**src/rtl/dilithium_op_sequencer.sv**
```systemverilog
// Dilithium operation sequencer: issues one core opcode per start, then gates the
// host<->core input and output handshakes to the mode-specific word budgets.
module dilithium_op_sequencer #(
  parameter logic [3:0] OP_KG  = 4'h1,
  parameter logic [3:0] OP_SG  = 4'h2,
  parameter logic [3:0] OP_VF  = 4'h3,
  parameter int         KG_IN  = 8,
  parameter int         KG_OUT = 960,
  parameter int         SG_IN  = 640,
  parameter int         SG_OUT = 605,
  parameter int         VF_IN  = 941,
  parameter int         VF_OUT = 1,
  parameter int         CNT_W  = 16,
  parameter int         WD_W   = 20
) (
  input  logic       clk,
  input  logic       rst_n,
  input  logic       start,
  input  logic [1:0] mode,
  output logic       busy,
  output logic       done,
  output logic       err,
  output logic [3:0] op_out,
  output logic       op_valid_out,
  input  logic       core_op_ready,
  input  logic       host_valid_i,
  output logic       host_ready_o,
  output logic       core_valid_o,
  input  logic       core_ready_i,
  input  logic       core_valid_i,
  output logic       core_ready_o,
  output logic       host_valid_o,
  input  logic       host_ready_i
);

  typedef enum logic [1:0] {
    S_IDLE  = 2'd0,
    S_ISSUE = 2'd1,
    S_RUN   = 2'd2,
    S_DONE  = 2'd3
  } state_t;

  localparam logic [CNT_W-1:0] L_KG_IN  = CNT_W'(KG_IN);
  localparam logic [CNT_W-1:0] L_KG_OUT = CNT_W'(KG_OUT);
  localparam logic [CNT_W-1:0] L_SG_IN  = CNT_W'(SG_IN);
  localparam logic [CNT_W-1:0] L_SG_OUT = CNT_W'(SG_OUT);
  localparam logic [CNT_W-1:0] L_VF_IN  = CNT_W'(VF_IN);
  localparam logic [CNT_W-1:0] L_VF_OUT = CNT_W'(VF_OUT);

  state_t           r_state;
  logic             r_busy;
  logic             r_done;
  logic             r_err;
  logic             r_op_valid;
  logic [3:0]       r_op;
  logic [CNT_W-1:0] r_in_left;
  logic [CNT_W-1:0] r_out_left;
  logic [WD_W-1:0]  r_wd;

  logic             w_mode_ok;
  logic [3:0]       w_ld_op;
  logic [CNT_W-1:0] w_ld_in;
  logic [CNT_W-1:0] w_ld_out;
  logic             w_run;
  logic             w_in_act;
  logic             w_out_act;
  logic             w_in_beat;
  logic             w_out_beat;
  logic [CNT_W-1:0] w_in_next;
  logic [CNT_W-1:0] w_out_next;
  logic             w_wd_clr;
  logic [WD_W-1:0]  w_wd_next;
  logic             w_timeout;

  always_comb begin
    w_mode_ok = 1'b1;
    w_ld_op   = '0;
    w_ld_in   = '0;
    w_ld_out  = '0;
    case (mode)
      2'd0: begin
        w_ld_op  = OP_KG;
        w_ld_in  = L_KG_IN;
        w_ld_out = L_KG_OUT;
      end
      2'd1: begin
        w_ld_op  = OP_SG;
        w_ld_in  = L_SG_IN;
        w_ld_out = L_SG_OUT;
      end
      2'd2: begin
        w_ld_op  = OP_VF;
        w_ld_in  = L_VF_IN;
        w_ld_out = L_VF_OUT;
      end
      default: w_mode_ok = 1'b0;
    endcase
  end

  // Zero-latency gates: an exhausted budget closes its stream in both directions.
  assign w_run     = (r_state == S_RUN);
  assign w_in_act  = w_run && (r_in_left != '0);
  assign w_out_act = w_run && (r_out_left != '0);

  assign core_valid_o = host_valid_i & w_in_act;
  assign host_ready_o = core_ready_i & w_in_act;
  assign host_valid_o = core_valid_i & w_out_act;
  assign core_ready_o = host_ready_i & w_out_act;

  assign w_in_beat  = host_valid_i & core_ready_i & w_in_act;
  assign w_out_beat = core_valid_i & host_ready_i & w_out_act;
  assign w_in_next  = r_in_left - CNT_W'(w_in_beat);
  assign w_out_next = r_out_left - CNT_W'(w_out_beat);

  // The watchdog counts the current cycle too, so an activity cycle leaves it at 1.
  assign w_wd_clr  = w_in_beat | w_out_beat | ((r_state == S_ISSUE) & core_op_ready);
  assign w_wd_next = (w_wd_clr ? '0 : r_wd) + WD_W'(1);
  assign w_timeout = &w_wd_next;

  always_ff @(posedge clk or negedge rst_n) begin
    if (!rst_n) begin
      r_state    <= S_IDLE;
      r_busy     <= 1'b0;
      r_done     <= 1'b0;
      r_err      <= 1'b0;
      r_op_valid <= 1'b0;
      r_op       <= '0;
      r_in_left  <= '0;
      r_out_left <= '0;
      r_wd       <= '0;
    end else begin
      r_done <= 1'b0;
      r_err  <= 1'b0;
      case (r_state)
        S_IDLE: begin
          if (start) begin
            if (w_mode_ok) begin
              r_state    <= S_ISSUE;
              r_busy     <= 1'b1;
              r_op_valid <= 1'b1;
              r_op       <= w_ld_op;
              r_in_left  <= w_ld_in;
              r_out_left <= w_ld_out;
              r_wd       <= '0;
            end else begin
              r_err <= 1'b1;
            end
          end
        end
        S_ISSUE: begin
          r_wd <= w_wd_next;
          if (core_op_ready) begin
            r_op_valid <= 1'b0;
            r_state    <= S_RUN;
          end else if (w_timeout) begin
            r_state    <= S_IDLE;
            r_err      <= 1'b1;
            r_busy     <= 1'b0;
            r_op_valid <= 1'b0;
            r_op       <= '0;
            r_in_left  <= '0;
            r_out_left <= '0;
            r_wd       <= '0;
          end
        end
        S_RUN: begin
          r_in_left  <= w_in_next;
          r_out_left <= w_out_next;
          r_wd       <= w_wd_next;
          // Completion looks at the post-beat counts so done follows the last beat directly.
          if ((w_in_next == '0) && (w_out_next == '0)) begin
            r_state <= S_DONE;
            r_done  <= 1'b1;
          end else if (w_timeout) begin
            r_state    <= S_IDLE;
            r_err      <= 1'b1;
            r_busy     <= 1'b0;
            r_op       <= '0;
            r_in_left  <= '0;
            r_out_left <= '0;
            r_wd       <= '0;
          end
        end
        S_DONE: begin
          r_state <= S_IDLE;
          r_busy  <= 1'b0;
          r_op    <= '0;
          r_wd    <= '0;
        end
        default: r_state <= S_IDLE;
      endcase
    end
  end

  assign busy         = r_busy;
  assign done         = r_done;
  assign err          = r_err;
  assign op_out       = r_op;
  assign op_valid_out = r_op_valid;

endmodule

```
**config.mk**
```make
export PLATFORM = sky130hd
export DESIGN_NAME = dilithium_op_sequencer
export DESIGN_NICKNAME = d
export VERILOG_FILES = /design/src/rtl/dilithium_op_sequencer.sv
export SDC_FILE = /design/constraint.sdc
export NUM_CORES = 1
export LEC_CHECK = 0
export BUFFER_PORTS_ARGS = -buffer_cell sky130_fd_sc_hd__clkbuf_2
export CAP_MARGIN = 20
export CORE_MARGIN = 2
export CORE_UTILIZATION = 24
export CTS_CLUSTER_DIAMETER = 100
export CTS_CLUSTER_SIZE = 24
export DETAILED_ROUTE_END_ITERATION = 16
export GPL_TIMING_DRIVEN = 0
export PLACE_DENSITY = 0.37
export RECOVER_POWER = 25
export SETUP_SLACK_MARGIN = 0.02
export SYNTH_ARGS = -nofsm -noshare
export SYNTH_HDL_FRONTEND = slang
export SYNTH_SLANG_ARGS = --single-unit
```
**constraint.sdc**
```tcl
create_clock -name clk -period 7 [get_ports clk]
set_clock_uncertainty 0.05 [all_clocks]
set_input_delay 0 -clock clk [delete_from_list [all_inputs] [get_ports clk]]
set_output_delay 0 -clock clk [all_outputs]
set_load 0.02 [all_outputs]
```
### Word level (Yosys, flattened, before mapping)

Cells that the tools add are included.

* flip-flop bits (word level): 62
* bits of input ports: 10

* $add $sub $neg: 3
* equality and inequality tests: 11
* muxes and demuxes: 52
* bitwise logic cells: 11
* reduce and logical (&&, ||, !) cells: 17

Operators with widths (number)
* $mux 16: 10
* $mux 20: 6
* $pmux 16 s3: 2
* $pmux 20 s4: 1
* $pmux 10 s3: 2
* $logic_not 16->1: 2
* $reduce_bool 16->1: 2
* $sub 16x1->16: 2
* $add 20x1->20 const B: 1
* $mux 4: 5
* $reduce_and 20->1: 1
* $pmux 4 s4: 1
* $mux 1: 15
* $mux 2: 5
* $ne 2x2->1 const B: 5
* $and 1x1->1: 9
* $pmux 2 s4: 1
* $reduce_and 4->1: 2
* $eq 2x2->1 const B: 3
* $pmux 2 s3: 1
* $reduce_and 5->1: 1
* $eq 2x1->1 const B: 2
* $logic_not 2->1: 2
* $pmux 1 s4: 1
* other kinds (9): 12

### Logic depth before layout (Yosys ltp)

* depth after elaboration: 11
* mapped depth: 22
* gate-level depth less buffers: 17

### Worst setup path after synthesis

OpenSTA, ideal clock, no wires.

* path type: reg-to-reg
* from: reg r_out_left[13]
* to: reg r_in_left[12]
* library setup time: 136 ps
* arrival time: 4493 ps
* data required time: 6814 ps
* path slack: 2321 ps
* cell stages (with the launch flop): 19
* path buffers: 3
* clock period less this slack: 4679 ps
* cells stage by stage: dfrtp_1 -> or3_1 -> or4_4 -> o21ai_4 -> inv_2 -> nor3_1 -> and2_1 -> ha_1 -> nand4_1 -> or4_1 -> a221oi_1 -> nand4_1 -> nor3_1 -> buf_2 -> a21oi_1 -> buf_2 -> clkbuf_1 -> a22oi_1 -> o31ai_4

* word-level cells in the longest chain between the ends: 11

Ends and longest elaborated chain
* from (decl): line 57 `logic [CNT_W-1:0] r_out_left;`
* from (signal assigned): line 143 `r_out_left <= w_ld_out;`
* from (signal assigned): line 168 `r_out_left <= w_out_next;`
* $reduce_bool 16->1: line 103 `assign w_out_act = w_run && (r_out_left != '0);`
* $logic_and 1x1->1: line 103
* $and 1x1->1: line 111 `assign w_out_beat = core_valid_i & host_ready_i & w_out_act;`
* $or 1x1->1 (2 in series): line 116 `assign w_wd_clr = w_in_beat | w_out_beat | ((r_state == S_ISSUE) & core_op_ready);`
* $mux 20: line 117 `assign w_wd_next = (w_wd_clr ? '0 : r_wd) + WD_W'(1);`
* $add 20x1->20: line 117
* $reduce_and 20->1: line 118 `assign w_timeout = &w_wd_next;`
* $mux 16: line 174 `end else if (w_timeout) begin`
* $mux 16: line 171 `if ((w_in_next == '0) && (w_out_next == '0)) begin`
* $pmux 16 s3: line 134 `case (r_state)`
* to (signal assigned): line 142 `r_in_left <= w_ld_in;`
* to (signal assigned): line 167 `r_in_left <= w_in_next;`
* to (decl): line 56 `logic [CNT_W-1:0] r_in_left;`

Parallel ways exist; a longest one is shown, timed or not.
A chain may end at the register's enable or synchronous reset.

### Final worst setup path

* from: reg r_in_left[10]
* to: reg r_in_left[12]

* word-level cells in the longest chain between the ends: 11

Ends and longest elaborated chain
* $reduce_bool 16->1: line 102 `assign w_in_act = w_run && (r_in_left != '0);`
* $logic_and 1x1->1: line 102
* $and 1x1->1: line 110 `assign w_in_beat = host_valid_i & core_ready_i & w_in_act;`
* $or 1x1->1 (2 in series): line 116
* $mux 20: line 117
* $add 20x1->20: line 117
* $reduce_and 20->1: line 118
* $mux 16: line 174
* $mux 16: line 171
* $pmux 16 s3: line 134

Parallel ways exist; a longest one is shown, timed or not.

==> results.py <==
metrics = {
    "die": {
        "die_w_um": 144,
        "start_util_pct": 24.3,
        "die-area_um2": 20700,
        "core_um2": 19300,
        "num_io_pins": 22,
        "fp.dieH_um": 144,
        "num_rows": 51,
    },
    "detailed_routing": {
        "wl_met3_um": 590,
        "drt-met1-wl_um": 8380,
        "drtPass1Iterations": 5,
        "drt_wl_total_um": 16700,
        "met2_length_um": 7390,
        "ant_nets": 0,
        "viasPerCell": 5.25,
        "wl_per_cell_um": 18.6,
        "dr.first_iter.drc_count": 276,
        "drc_errors": 0,
        "vias": 4711,
        "highest_layer": "met4",
    },
    "setup_path": {
        "rr_startpoint": "r_in_left[10]$_DFFE_PN0P_",
        "cp-start-kind": "register",
        "worstReg2RegEnd": "r_in_left[12]$_DFFE_PN0P_",
        "cp-end-kind": "register",
        "cpMaxStageDelayCell": "nor3_1",
        "cp_top_family": "simple AND/OR/NAND/NOR gates",
        "cp.depth": 20,
        "reg2reg_slack_ns": 0.68,
        "arrival_ns": 6.49,
        "crit_type": "register to register",
        "path_cells": "or3_1 -> nor4_1 -> a31o_2 -> inv_1 -> nor3_1 -> nand2_1 -> inv_1 -> ha_1 -> clkbuf_1 -> nor2b_1 -> a31oi_1 -> o32ai_1 -> nand4_1 -> nor3_1 -> buf_2 -> a21oi_1 -> buf_2 -> clkbuf_1 -> a22oi_1 -> o31ai_4",
        "crit_path_max_incr_delay_ns": 0.66,
        "r2r_cells": 20,
        "worst-path-buf-inv": 6,
        "crit_fanout": 10,
        "cp.required_ns": 7.17,
    },
    "global_routing": {
        "grt_use_total_pct": 16.9,
        "grt_overflow": 0,
        "antenna_found_initial": 0,
        "grt_pass1_wl_um": 26700,
        "grt_pass1_vias": 4609,
        "grt_max_degree": 42,
    },
    "synth": {
        "seq_area_frac_synth_pct": 31.9,
        "synth_edf_count": 0,
        "ys_warn_count": 0,
        "synth_area_um2": 4710,
        "syn_avg_cell_area_um2": 7.94,
        "ys.flop_type": "dfrtp_1",
        "synth_seq_cells": 60,
        "syn_inst": 593,
        "async_reset_ff_share_pct": 100,
        "synth.distinct_cells": 71,
    },
    "hold_path": {
        "worstHoldPathCells": 4,
        "whs_endpoint": "op_valid_out$_DFFE_PN0P_",
        "hold_path.class": "input pin to register",
        "hold_start": "core_op_ready",
    },
    "finish": {
        "final_cells": 897,
        "drive_gt1_share_pct": 9.65,
        "final_common_cell": "nand2_1",
        "area_growth_pct": 16.1,
        "nets": 654,
        "layout_common_cells": "nand2_1 (68), dfrtp_1 (60), nor2_1 (42), inv_1 (36), a21oi_1 (32)",
        "diodes": 0,
    },
    "clock_tree": {
        "cts_setup_buffers": 0,
        "clock_sinks": 60,
        "clkSlewWorstSetupHoldPaths_ns": 0.06,
        "clk_latency_ns": 0.35,
        "root_buffer": "clkbuf_16",
        "cts_buffer_depth": 2,
        "cts_tree": "built",
        "h-tree-depth": 3,
        "cts_buffers": 9,
    },
    "place": {
        "dp.cells": 879,
        "dp_hpwl_um": 12400,
        "gp_congestion": 0.890,
        "port_buffers": 19,
    },
    "power": {
        "leakagePower_uw": 0.00218,
        "vdd_drop_max_uv": 134,
        "power_density_nw_per_um2": 298,
    },
    "sta": {
        "report.final.slew_viol_count": 42,
        "tightest_slew_ns": 2.46,
        "max-slew-margin-rel_pct": -64.1,
        "setup_violations": 0,
        "hold_viol_final": 0,
        "fmax_mhz": 158,
        "fin_crit_sh_pct": 90.2,
        "finalSetupTns_ns": 0,
        "rsz0062_at_grt": "false",
        "period_needed_ns": 6.32,
    },
    "job": {
        "maxCapViolCount": 1,
    },
    "outcome": {
        "status": "complete, but fails checks",
        "violations": "capacitance limit, slew limit",
    },
}
[layout make-up]
type	instances	area [um^2]
flip-flops and latches	60	1500
plain buffers	35	151
inverters	37	139
fillers	2108	13900
well taps	265	332
repair buffers	22	118
multi-input cells	462	2920
clock buffers	11	253
clock inverters	5	50.0
[how the worst max path moves through the flow]
stage                                from                   endpoint
3_5_place_dp    r_in_left[10]$_DFFE_PN0P_  r_in_left[12]$_DFFE_PN0P_
3_3_place_gp    r_in_left[10]$_DFFE_PN0P_  r_in_left[12]$_DFFE_PN0P_
4_1_cts         r_in_left[10]$_DFFE_PN0P_  r_in_left[12]$_DFFE_PN0P_
6_report        r_in_left[10]$_DFFE_PN0P_  r_in_left[12]$_DFFE_PN0P_
5_1_grt         r_in_left[10]$_DFFE_PN0P_  r_in_left[12]$_DFFE_PN0P_
2_1_floorplan  r_out_left[13]$_DFFE_PN0P_  r_in_left[12]$_DFFE_PN0P_
[cells by family (layout without fill, tap and decap cells)]
kind of cell	after synthesis	in the layout	share of synthesized area, %
simple gates	257	257	29.0
compound gates	171	171	25.4
buf+inv	72	110	6.17
flops	60	60	31.9
fa+ha+maj	17	17	4.52
xor+xnor	11	11	2.05
mux	4	4	0.904
other cells	1	2	0.0797
[state kept, by name, summed over array words and instances (netlist names)]
| name | count |
|---|---|
| r_wd | 20 |
| r_in_left | 16 |
| r_out_left | 16 |
| op_out | 2 |
| r_state | 2 |
| busy | 1 |
| done | 1 |
| err | 1 |
| op_valid_out | 1 |
[metal layers]
metal | vias to the layer above | GRT usage, %
met4 | 0 | 5.83
li1 | 2273 | -
met3 | 28 | 2.02
met1 | 2288 | 24.4
met2 | 122 | 26.1
met5 | - | 0
[per-stage QoR]
| stage | total power (uW) | hold slack [ns] | util, % | worst slack (ns) | area [um^2] |
|---|---|---|---|---|---|
| 6_report | 1630 | 0.0967 | 28.3 | 0.683 | 5460 |
| 5_1_grt | 1740 | 0.172 | 28.3 | 0.256 | 5460 |
| 4_1_cts | 1640 | 0.0908 | 28.4 | 0.821 | 5490 |
| 3_5_place_dp | 1160 | -0.0896 | 26.7 | 0.831 | 5170 |
| 3_3_place_gp | 1160 | 0.238 | 26.6 | 0.847 | 5140 |
| 2_1_floorplan | 918 | -0.346 | - | 2.32 | 4710 |
[report_power, final]
group          switching, uW  internal (uW)  total [uW]  leakage (uW)
clock                    176            293         469      0.000155
sequential              52.7            395         448      0.000815
combinational            491            219         711       0.00121
[cells in the mapped netlist (4+ instances only)]
| master | instances | area [um^2] |
|---|---|---|
| inv_1 | 36 | 135 |
| nor4_1 | 9 | 56.3 |
| a21boi_0 | 5 | 37.5 |
| nor2b_1 | 8 | 50.1 |
| xnor2_1 | 7 | 61.3 |
| dfrtp_1 | 60 | 1500 |
| nor2_1 | 42 | 158 |
| o31ai_1 | 8 | 60.1 |
| buf_2 | 4 | 20.0 |
| nand3b_1 | 5 | 37.5 |
| nand4_1 | 19 | 119 |
| a22o_1 | 4 | 35.0 |
| or4_1 | 9 | 67.6 |
| a22oi_1 | 6 | 45.0 |
| o21ai_1 | 6 | 30.0 |
| a21oi_1 | 32 | 160 |
| a211oi_1 | 8 | 60.1 |
| clkbuf_1 | 26 | 97.6 |
| o211ai_1 | 12 | 90.1 |
| or3_1 | 15 | 93.8 |
| o31a_1 | 4 | 35.0 |
| and4_1 | 4 | 35.0 |
| nand3_1 | 17 | 85.1 |
| ha_1 | 17 | 213 |
| a2111oi_0 | 4 | 35.0 |
| and3_1 | 5 | 31.3 |
| nor3_1 | 20 | 100 |
| a21o_1 | 4 | 30.0 |
| nand2_1 | 68 | 255 |
| and2_1 | 14 | 87.6 |
| o21ai_0 | 27 | 135 |
| o22ai_1 | 18 | 113 |
| xor2_1 | 4 | 35.0 |
[worst reg2reg max path: stages (launching register included)]
cell and delay, ns:
dfrtp_1 0.45, or3_1 0.43, nor4_1 0.41, a31o_2 0.29, inv_1 0.15, nor3_1 0.66, nand2_1 0.16, inv_1 0.11
ha_1 0.17, clkbuf_1 0.31, nor2b_1 0.18, a31oi_1 0.09, o32ai_1 0.46, nand4_1 0.33, nor3_1 0.45, buf_2 0.35
a21oi_1 0.12, buf_2 0.25, clkbuf_1 0.32, a22oi_1 0.36, o31ai_4 0.11
[what timing repair did]
| item | CTS | global route |
|---|---|---|
| hold buffers | 2 | 0 |
| hold endpoints to repair | 61 | 0 |
| resized for setup | 0 | 0 |
Power figures use the tool's default switching activity.
